**src/rtl/multi_timer.sv**
```systemverilog
// NrTimers-channel prescaled compare timer on the simple-system bus (1 KiB window).
// Optional macro MULTI_TIMER_CHAIN_EN: channel n may tick on channel n-1's match.
module multi_timer #(
  parameter int unsigned DataWidth     = 32,
  parameter int unsigned AddressWidth  = 32,
  parameter int unsigned NrTimers      = 4,
  parameter int unsigned PrescaleWidth = 8
) (
  input  logic                      clk_i,
  input  logic                      rst_ni,
  input  logic                      timer_req_i,
  input  logic                      timer_we_i,
  input  logic [DataWidth/8-1:0]    timer_be_i,
  input  logic [AddressWidth-1:0]   timer_addr_i,
  input  logic [DataWidth-1:0]      timer_wdata_i,
  output logic                      timer_rvalid_o,
  output logic [DataWidth-1:0]      timer_rdata_o,
  output logic                      timer_err_o,
  output logic [NrTimers-1:0]       timer_intr_o,
  output logic                      timer_intr_any_o
);

  localparam int unsigned BeWidth = DataWidth / 8;

  typedef enum logic {
    IDLE = 1'b0,
    RUN  = 1'b1
  } state_e;

  function automatic logic [DataWidth-1:0] merge_be(
    input logic [DataWidth-1:0] old_val,
    input logic [DataWidth-1:0] new_val,
    input logic [BeWidth-1:0]   be
  );
    logic [DataWidth-1:0] res;
    res = old_val;
    for (int b = 0; b < int'(BeWidth); b++) begin
      if (be[b]) res[8*b +: 8] = new_val[8*b +: 8];
    end
    return res;
  endfunction

  // Channel state
  state_e                   state_q   [NrTimers];
  state_e                   state_d   [NrTimers];
  logic [PrescaleWidth-1:0] presc_q   [NrTimers];
  logic [PrescaleWidth-1:0] presc_d   [NrTimers];
  logic [PrescaleWidth-1:0] psc_q     [NrTimers];
  logic [PrescaleWidth-1:0] psc_d     [NrTimers];
  logic [DataWidth-1:0]     count_q   [NrTimers];
  logic [DataWidth-1:0]     count_d   [NrTimers];
  logic [DataWidth-1:0]     cmp_q     [NrTimers];
  logic [DataWidth-1:0]     cmp_d     [NrTimers];
  logic [NrTimers-1:0]      periodic_q, periodic_d;
  logic [NrTimers-1:0]      pending_q, pending_d;
  logic [NrTimers-1:0]      ie_q, ie_d;
  logic [NrTimers-1:0]      intr_q;
`ifdef MULTI_TIMER_CHAIN_EN
  logic [NrTimers-1:0]      chain_q, chain_d;
`endif

  logic [NrTimers-1:0]      en, tick, match;
  logic [NrTimers-1:0]      ctrl_wr, count_wr, cmp_wr, stat_wr;

  // Bus decode
  logic [3:0]           ch;
  logic [1:0]           rsel;
  logic                 hit, wr, rd;
  logic [DataWidth-1:0] rdata_d;
  logic                 rvalid_q, err_q;
  logic [DataWidth-1:0] rdata_q;
  logic                 unused_addr;

  assign ch   = timer_addr_i[7:4];
  assign rsel = timer_addr_i[3:2];
  assign hit  = (timer_addr_i[9:8] == 2'b00) && (ch < 4'(NrTimers));
  assign wr   = timer_req_i && timer_we_i && hit;
  assign rd   = timer_req_i && !timer_we_i && hit;
  assign unused_addr = ^{timer_addr_i[AddressWidth-1:10], timer_addr_i[1:0]};

  always_comb begin
    ctrl_wr  = '0;
    count_wr = '0;
    cmp_wr   = '0;
    stat_wr  = '0;
    for (int n = 0; n < int'(NrTimers); n++) begin
      if (wr && ch == 4'(n)) begin
        case (rsel)
          2'd0:    ctrl_wr[n]  = 1'b1;
          2'd1:    count_wr[n] = 1'b1;
          2'd2:    cmp_wr[n]   = 1'b1;
          default: stat_wr[n]  = 1'b1;
        endcase
      end
    end
  end

  always_comb begin
    for (int n = 0; n < int'(NrTimers); n++) begin
      en[n] = (state_q[n] == RUN);
    end
  end

  // Channel next-state: prescaler, tick/match, counter, IDLE/RUN machine
  always_comb begin
    logic prev_match;
    prev_match = 1'b0;
    tick       = '0;
    match      = '0;
    periodic_d = periodic_q;
    pending_d  = pending_q;
    ie_d       = ie_q;
`ifdef MULTI_TIMER_CHAIN_EN
    chain_d    = chain_q;
`endif
    for (int n = 0; n < int'(NrTimers); n++) begin
      state_d[n] = state_q[n];
      presc_d[n] = presc_q[n];
      psc_d[n]   = psc_q[n];
      count_d[n] = count_q[n];
      cmp_d[n]   = cmp_q[n];

`ifdef MULTI_TIMER_CHAIN_EN
      if (chain_q[n]) begin
        tick[n]  = en[n] && prev_match;
        psc_d[n] = '0;
      end else
`endif
      begin
        tick[n] = en[n] && (psc_q[n] == presc_q[n]);
        if (!en[n] || tick[n]) psc_d[n] = '0;
        else                   psc_d[n] = psc_q[n] + 1'b1;
      end
      if (ctrl_wr[n]) psc_d[n] = '0;

      // Compare uses the pre-increment count; wrap to zero is not a match
      match[n] = tick[n] && (count_q[n] == cmp_q[n]);

      if (count_wr[n]) begin
        count_d[n] = merge_be(count_q[n], timer_wdata_i, timer_be_i);
      end else if (tick[n]) begin
        if (!match[n])          count_d[n] = count_q[n] + 1'b1;
        else if (periodic_q[n]) count_d[n] = '0;
      end

      case (state_q[n])
        IDLE: if (ctrl_wr[n] && timer_be_i[0] && timer_wdata_i[0]) state_d[n] = RUN;
        RUN: begin
          if (ctrl_wr[n] && timer_be_i[0])     state_d[n] = timer_wdata_i[0] ? RUN : IDLE;
          else if (match[n] && !periodic_q[n]) state_d[n] = IDLE;
        end
        default: state_d[n] = IDLE;
      endcase

      if (ctrl_wr[n] && timer_be_i[0]) begin
        periodic_d[n] = timer_wdata_i[1];
`ifdef MULTI_TIMER_CHAIN_EN
        if (n > 0) chain_d[n] = timer_wdata_i[2];
`endif
      end
      if (ctrl_wr[n] && timer_be_i[1]) presc_d[n] = timer_wdata_i[8 +: PrescaleWidth];

      if (cmp_wr[n]) cmp_d[n] = merge_be(cmp_q[n], timer_wdata_i, timer_be_i);

      if (stat_wr[n] && timer_be_i[0]) begin
        ie_d[n] = timer_wdata_i[1];
        if (timer_wdata_i[0]) pending_d[n] = 1'b0;
      end
      if (match[n]) pending_d[n] = 1'b1;

      prev_match = match[n];
    end
  end

  always_comb begin
    rdata_d = '0;
    for (int n = 0; n < int'(NrTimers); n++) begin
      if (rd && ch == 4'(n)) begin
        case (rsel)
          2'd0: begin
            rdata_d[0] = en[n];
            rdata_d[1] = periodic_q[n];
`ifdef MULTI_TIMER_CHAIN_EN
            rdata_d[2] = chain_q[n];
`endif
            rdata_d[8 +: PrescaleWidth] = presc_q[n];
          end
          2'd1: rdata_d = count_q[n];
          2'd2: rdata_d = cmp_q[n];
          default: begin
            rdata_d[0] = pending_q[n];
            rdata_d[1] = ie_q[n];
          end
        endcase
      end
    end
  end

  // Register stage: channel state and bus response
  always_ff @(posedge clk_i or negedge rst_ni) begin
    if (!rst_ni) begin
      for (int n = 0; n < int'(NrTimers); n++) begin
        state_q[n] <= IDLE;
        presc_q[n] <= '0;
        psc_q[n]   <= '0;
        count_q[n] <= '0;
        cmp_q[n]   <= '0;
      end
      periodic_q <= '0;
      pending_q  <= '0;
      ie_q       <= '0;
      intr_q     <= '0;
`ifdef MULTI_TIMER_CHAIN_EN
      chain_q    <= '0;
`endif
      rvalid_q   <= 1'b0;
      err_q      <= 1'b0;
      rdata_q    <= '0;
    end else begin
      for (int n = 0; n < int'(NrTimers); n++) begin
        state_q[n] <= state_d[n];
        presc_q[n] <= presc_d[n];
        psc_q[n]   <= psc_d[n];
        count_q[n] <= count_d[n];
        cmp_q[n]   <= cmp_d[n];
      end
      periodic_q <= periodic_d;
      pending_q  <= pending_d;
      ie_q       <= ie_d;
      intr_q     <= pending_q & ie_q;
`ifdef MULTI_TIMER_CHAIN_EN
      chain_q    <= chain_d;
`endif
      rvalid_q   <= timer_req_i;
      err_q      <= timer_req_i && !hit;
      rdata_q    <= rdata_d;
    end
  end

  assign timer_rvalid_o   = rvalid_q;
  assign timer_err_o      = err_q;
  assign timer_rdata_o    = rdata_q;
  assign timer_intr_o     = intr_q;
  assign timer_intr_any_o = |intr_q;

endmodule

```
**config.mk**
```make
export PLATFORM = sky130hd
export DESIGN_NAME = multi_timer
export DESIGN_NICKNAME = d
export VERILOG_FILES = /design/src/rtl/multi_timer.sv
export SDC_FILE = /design/constraint.sdc
export NUM_CORES = 1
export LEC_CHECK = 0
export BUFFER_PORTS_ARGS = -buffer_cell sky130_fd_sc_hd__buf_2
export CORE_MARGIN = 3
export CORE_UTILIZATION = 30
export DETAILED_ROUTE_END_ITERATION = 16
export GPL_ROUTABILITY_DRIVEN = 1
export PLACE_DENSITY = 0.46
export SYNTH_ARGS = -nofsm -noshare
export SYNTH_HDL_FRONTEND = slang
export SYNTH_SLANG_ARGS = --single-unit
export TNS_END_PERCENT = 20
```
**constraint.sdc**
```tcl
create_clock -name clk_i -period 3.35 [get_ports clk_i]
set_input_delay 0.67 -clock clk_i [delete_from_list [all_inputs] [get_ports clk_i]]
set_output_delay 0.67 -clock clk_i [all_outputs]
set_load 0.1 [all_outputs]
```
==> results of run 1 <==
## worst max-delay path by stage
stage / slack (ns) / to
2_1_floorplan: 0.62 / count_q[100]
3_3_place_gp: 0.09 / count_q[108]
3_5_place_dp: 0.07 / count_q[108]
4_1_cts: 0.46 / count_q[50]
5_1_grt: 0.20 / count_q[51]
6_report: 0.40 / count_q[50]
## flip-flops by register name, indices dropped and copies added (netlist names)
register        cells
count_q           128
timer_rvalid_o      1
psc_q              32
timer_err_o         1
en                  4
cmp_q             128
presc_q            32
timer_rdata_o      32
pending_q           4
ie_q                4
timer_intr_o        4
periodic_q          4
## cell families after synthesis
family          Yosys count  share of synthesized area
compound gates          652                     0.2238
xor+xnor                184                    0.07405
fa+ha+maj                13                   0.007474
buf+inv                 269                    0.05082
flops                   374                     0.4301
mux                     156                    0.08061
simple gates            579                     0.1332
## layout make-up
class,count,area [um2],share of cell area
clock inverters,7,65.06,0.002580
flip-flops and latches,374,9359,0.3711
repair buffers,198,1431,0.05675
inverters,90,337.8,0.01339
diodes,2,5.005,0.0001984
multi-input cells,1584,11350,0.4502
well taps,950,1189,0.04713
clock buffers,74,1480,0.05869
## power by group through the flow
stage / clock, mW / combinational [mW] / sequential (mW)
2_1_floorplan: 0 / 1.31 / 4.99
3_3_place_gp: 0 / 1.91 / 5.10
3_5_place_dp: 0 / 1.94 / 5.11
4_1_cts: 5.25 / 1.94 / 5.03
5_1_grt: 5.43 / 2.14 / 5.06
6_report: 5.12 / 1.95 / 5.03
## critical path, delay by kind of cell (launching register included)
kind / cells / cell delay (ns)
buffers and inverters: 1 / 0.13
DFF: 1 / 0.46
xor gates and xnor gates: 1 / 0.27
and+or+nand+nor: 3 / 1.45
AOI/OAI and AO/OA: 2 / 0.52
## Yosys cell counts, drive strengths merged, types with 44 or more instances
| cell type | n |
|---|---|
| a21oi | 90 |
| nand3 | 110 |
| o22ai | 78 |
| xnor2 | 104 |
| nor2 | 122 |
| inv | 90 |
| a22oi | 95 |
| dfrtp | 374 |
| nand2 | 141 |
| clkbuf | 135 |
| o21ai | 84 |
| nand4 | 55 |
| mux2 | 154 |
| xor2 | 80 |
| buf | 44 |
## routing by layer
layer,up-vias,wire [um],GRT usage,part of all wire
li1,8482,-,-,-
met1,9500,37280,0.3042,0.46
met2,672,35180,0.3150,0.44
met3,131,5096,0.02947,0.063
met4,4,2881,0.07449,0.036
met5,-,21,0,0.00026
==> qor.yml, run 1 <==
die:
  rows: 98
  die_h_um: 275.3
  die-area_um2: 75810
  core-area_um2: 71730
  initial_core_util: 0.3034
  io_pins: 111
  die_x_um: 275.3
clock_network:
  postCtsSetupRepairBufs: 0
  htreeDepth: 2
  clkTransAtPathRegs_ns: 0.06
  clk_path_buf_depth: 3
  clk_latency_ns: 0.59
  cts_tree: "built"
  numCtsBuffers: 47
  cts.sinks: 374
  clk_root_buffer_cell: "clkbuf_16"
  ctsResizeCount: 0
  postCtsHoldBufs: 0
place:
  dp_hpwl_um: 58980
  dp.cells: 3196
  place_ws_ns: 0.07030
  place_area_um2: 23670
  routabilityCongestion: 0.8929
  numPortBuffers: 86
critical_path:
  worstSetupPathType: "reg -> reg"
  crit_path_max_fanout: 15
  timing.rr.end: "count_q[50]"
  r2r_start: "count_q[47]"
  r2r_setup_slack_ns: 0.40
  worst_ep_required_time_ns: 3.82
  start_kind: "flip-flop"
  path_cells: "xor2_1, nor4_1, nand4_1, or4_4, o211ai_2, inv_1, a22o_1"
  critPathArrivalTime_ns: 3.42
  critical_path.startpoint: "count_q[47]"
  critPathCaptureType: "flip-flop"
  reg2reg_depth: 7
  slowest_delay_ns: 0.65
  critPathSlowestCell: "or4_4"
logic_synthesis:
  synth_cell_types: 79
  ys.flop_type: "dfrtp_1"
  synth_top_cells_by_area: "dfrtp_1 43%, mux2_2 8.0%, xnor2_1 4.2%"
  synth_top_area_frac: 0.4301
  netlist_instances: 2227
  yosys_warnings: 0
  synth_edf_count: 0
  synth_largest_area_cell: "dfrtp_1"
  syn-num-nets: 2312
  synth_area_um2: 21760
  synth_area_per_cell_um2: 9.772
  ys_seq_area_frac: 0.4301
  ys_seq_elements: 374
  ys_async_sr_fraction: 1.000
finish:
  final_common_cell: "dfrtp_1"
  finalCoreUtilization: 0.3516
  syn_to_final_growth_pct: 15.90
  fillCellCount: 7270
  final_layout_size_suffix_gt1_frac: 0.2003
  mostFrequentLayoutCells: "374 x dfrtp_1, 154 x mux2_2, 138 x nand2_1, 120 x nor2_1, 110 x nand3_1"
  nets: 2380
  fin_area_um2: 25220
  instances_no_fill: 3279
power:
  power_mw: 12.10
  p_int_mw: 8.457
  seqPwrFrac: 0.415
  powerDensity_nw_per_um2: 479.8
  p_sw_mw: 3.645
  netSwitchingFraction: 0.3012
  pwr-share-clk: 0.423
  p_leak_nw: 11.01
  vdd_drop_max_mv: 0.3867
  power_frac_comb: 0.161
detailed_routing:
  first_pass_iters: 8
  routedWlPerCell_um: 24.54
  drc: 0
  vias_per_cell: 5.730
  vias: 18789
  first_iter_violations: 2000
  wirelength_um: 80460
  final_antenna_net_count: 0
sta:
  tightest_slew_ns: 0.8156
  rsz0062_at_grt: "no"
  slew_violations: 0
  finalCritPeriodShare: 0.8818
  finalSetupViolations: 0
  hold_ws_ns: 0.09816
  setup_tns_ns: 0
  skew_ns: 0.01275
  worst_slack_ns: 0.3959
  finalHoldViolCount: 0
  clock.fmax_ghz: 0.3385
  timing.slew.headroom: 0.4563
  finalWorstPathRequiredPeriod_ns: 2.954
outcome:
  status: "finished clean"
hold_path:
  hp-class: "in -> async"
global_routing:
  overflow: 0
  antenna_found_initial: 5
  grt_use_total: 0.2089
  first_global_vias: 17892
  grt_pass1_wl_um: 119200
  grt_max_degree: 83
run:
  maxCapViolCount: 0
Note: power is estimated with default switching activity, not from simulation.
==> inputs of run 2 (changes only) <==
- CAP_MARGIN: default -> 10
- CORE_ASPECT_RATIO: default -> 1.5
- CORE_UTILIZATION: 30 -> 40
- PLACE_DENSITY: 0.46 -> 0.57
==> run 2 against run 1 <==
Fmax grew 0.61%; clock power shrank 9.2%; count of clock-buffer cells in the layout shrank 18; cell count shrank 8.1%; via count grew 0.37%; non-clock buffer count grew 8; routed wire length shrank 4.7%; combinational power grew 4%; design area shrank 2.0%; register-to-register slack gained 0.02 ns.
==> qor.yml, run 2 (same netlist as run 1, synthesis figures left out) <==
outcome:
  status: "finished clean"
clock_network:
  cts.sinks: 374
  clk_root_buffer_cell: "clkbuf_16"
  clk_path_buf_depth: 3
  postCtsHoldBufs: 0
  numCtsBuffers: 39
  clkTransAtPathRegs_ns: 0.07
  htreeDepth: 2
  cts_tree: "built"
  postCtsSetupRepairBufs: 0
  clk_latency_ns: 0.55
  ctsResizeCount: 0
finish:
  instances_no_fill: 3012
  syn_to_final_growth_pct: 13.53
  mostFrequentLayoutCells: "374 x dfrtp_1, 154 x mux2_2, 138 x nand2_1, 120 x nor2_1, 112 x buf_4"
  nets: 2380
  final_common_cell: "dfrtp_1"
  final_layout_size_suffix_gt1_frac: 0.2003
  top_regs: "cmp_q x128, count_q x128"
detailed_routing:
  routedWlPerCell_um: 25.46
  first_iter_violations: 1993
  drc: 0
  first_pass_iters: 9
  vias_per_cell: 6.261
  final_antenna_net_count: 0
  wirelength_um: 76690
  vias: 18858
place:
  dp_hpwl_um: 56680
  routabilityCongestion: 0.9224
  dp.cells: 2943
  numPortBuffers: 86
  place_ws_ns: 0.08695
sta:
  skew_ns: 0.01416
  setup_tns_ns: 0
  finalWorstPathRequiredPeriod_ns: 2.936
  slew_violations: 0
  finalCritPeriodShare: 0.8765
  timing.slew.headroom: 0.4045
  hold_ws_ns: 0.1303
  finalHoldViolCount: 0
  finalSetupViolations: 0
  clock.fmax_ghz: 0.3406
  worst_slack_ns: 0.4137
  rsz0062_at_grt: "no"
  tightest_slew_ns: 0.8932
critical_path:
  crit_family: "compound AO/OA/AOI/OAI gates"
  critPathArrivalTime_ns: 3.37
  slowest_delay_ns: 0.81
  crit_path_max_fanout: 13
  path_cells: "xor2_1, nor4_1, nand3_1, a311oi_2, a21o_1, o21ai_0, a22o_1"
  critPathSlowestCell: "a311oi_2"
  worst_ep_required_time_ns: 3.79
  critPathCaptureType: "flip-flop"
  start_kind: "flip-flop"
  worstSetupPathType: "reg -> reg"
  critPathBufInv: 0
global_routing:
  grt_pass1_wl_um: 115400
  grt_use_total: 0.2617
  overflow: 0
  antenna_found_initial: 1
  first_global_vias: 18399
  grt_max_degree: 84
power:
  vdd_drop_max_mv: 0.2972
  power_mw: 11.67
  p_leak_nw: 10.95
  powerDensity_nw_per_um2: 472.4
die:
  die_x_um: 196.4
  io_pins: 111
  rows: 104
  initial_core_util: 0.4049
  die_h_um: 291.7
  core-area_um2: 53740
  die-area_um2: 57300
run:
  maxCapViolCount: 0
hold_path:
  hp-class: "in -> async"
## run 2: cell types whose count changed in the layout (fill, tap and decap cells not counted), sizes merged
cell and change:
clkbuf -18, buf +8, bufinv +3, clkinv +3, clkinvlp -1, diode -1
## run 2: per-stage QoR
step	utilization	area, um2
3_3_place_gp	0.4346	23350
4_1_cts	0.4597	24700
3_5_place_dp	0.4346	23350
5_1_grt	0.4597	24700
6_report	0.4597	24710
2_1_floorplan	-	21760
## run 2: power by group
group | switching (mW) | internal, mW | leakage (nW) | total (mW)
registers | 0.293 | 4.71 | 5.01 | 5.00
clock network | 1.89 | 2.76 | 0.667 | 4.65
logic | 1.31 | 0.714 | 5.27 | 2.02
total | 3.49 | 8.18 | 10.9 | 11.7
## run 2: final timing paths
path                               from        endpoint  slack, ns  cells after the start
max in group asynchronous        rst_ni       cmp_q[94]       2.36                      2
min reg2reg                pending_q[2]    pending_q[2]       0.50                      1
max                          presc_q[3]      count_q[4]       0.41                      7
max reg2reg                  presc_q[3]      count_q[4]       0.41                      7
min in group clk_i          timer_req_i  timer_rvalid_o       0.31                      1
min                              rst_ni     count_q[50]       0.13                      1
## run 2: final cells by class
cell class | instances | area, um2
diodes | 1 | 2.502
clock inverters | 12 | 166.4
flip-flops and latches | 374 | 9359
clock buffers | 56 | 1182
multi-input cells | 1584 | 11350
inverters | 90 | 337.8
repair buffers | 206 | 1441
fillers | 5085 | 29040
well taps | 689 | 862.1
## run 2: layer usage
layer,part of all wire,vias up,wire [um],track usage
met5,0.00018,-,14,0
met4,0.070,2,5402,0.1571
met3,0.052,217,4003,0.02643
met2,0.48,764,36910,0.4313
met1,0.40,9403,30360,0.3327
li1,-,8472,-,-
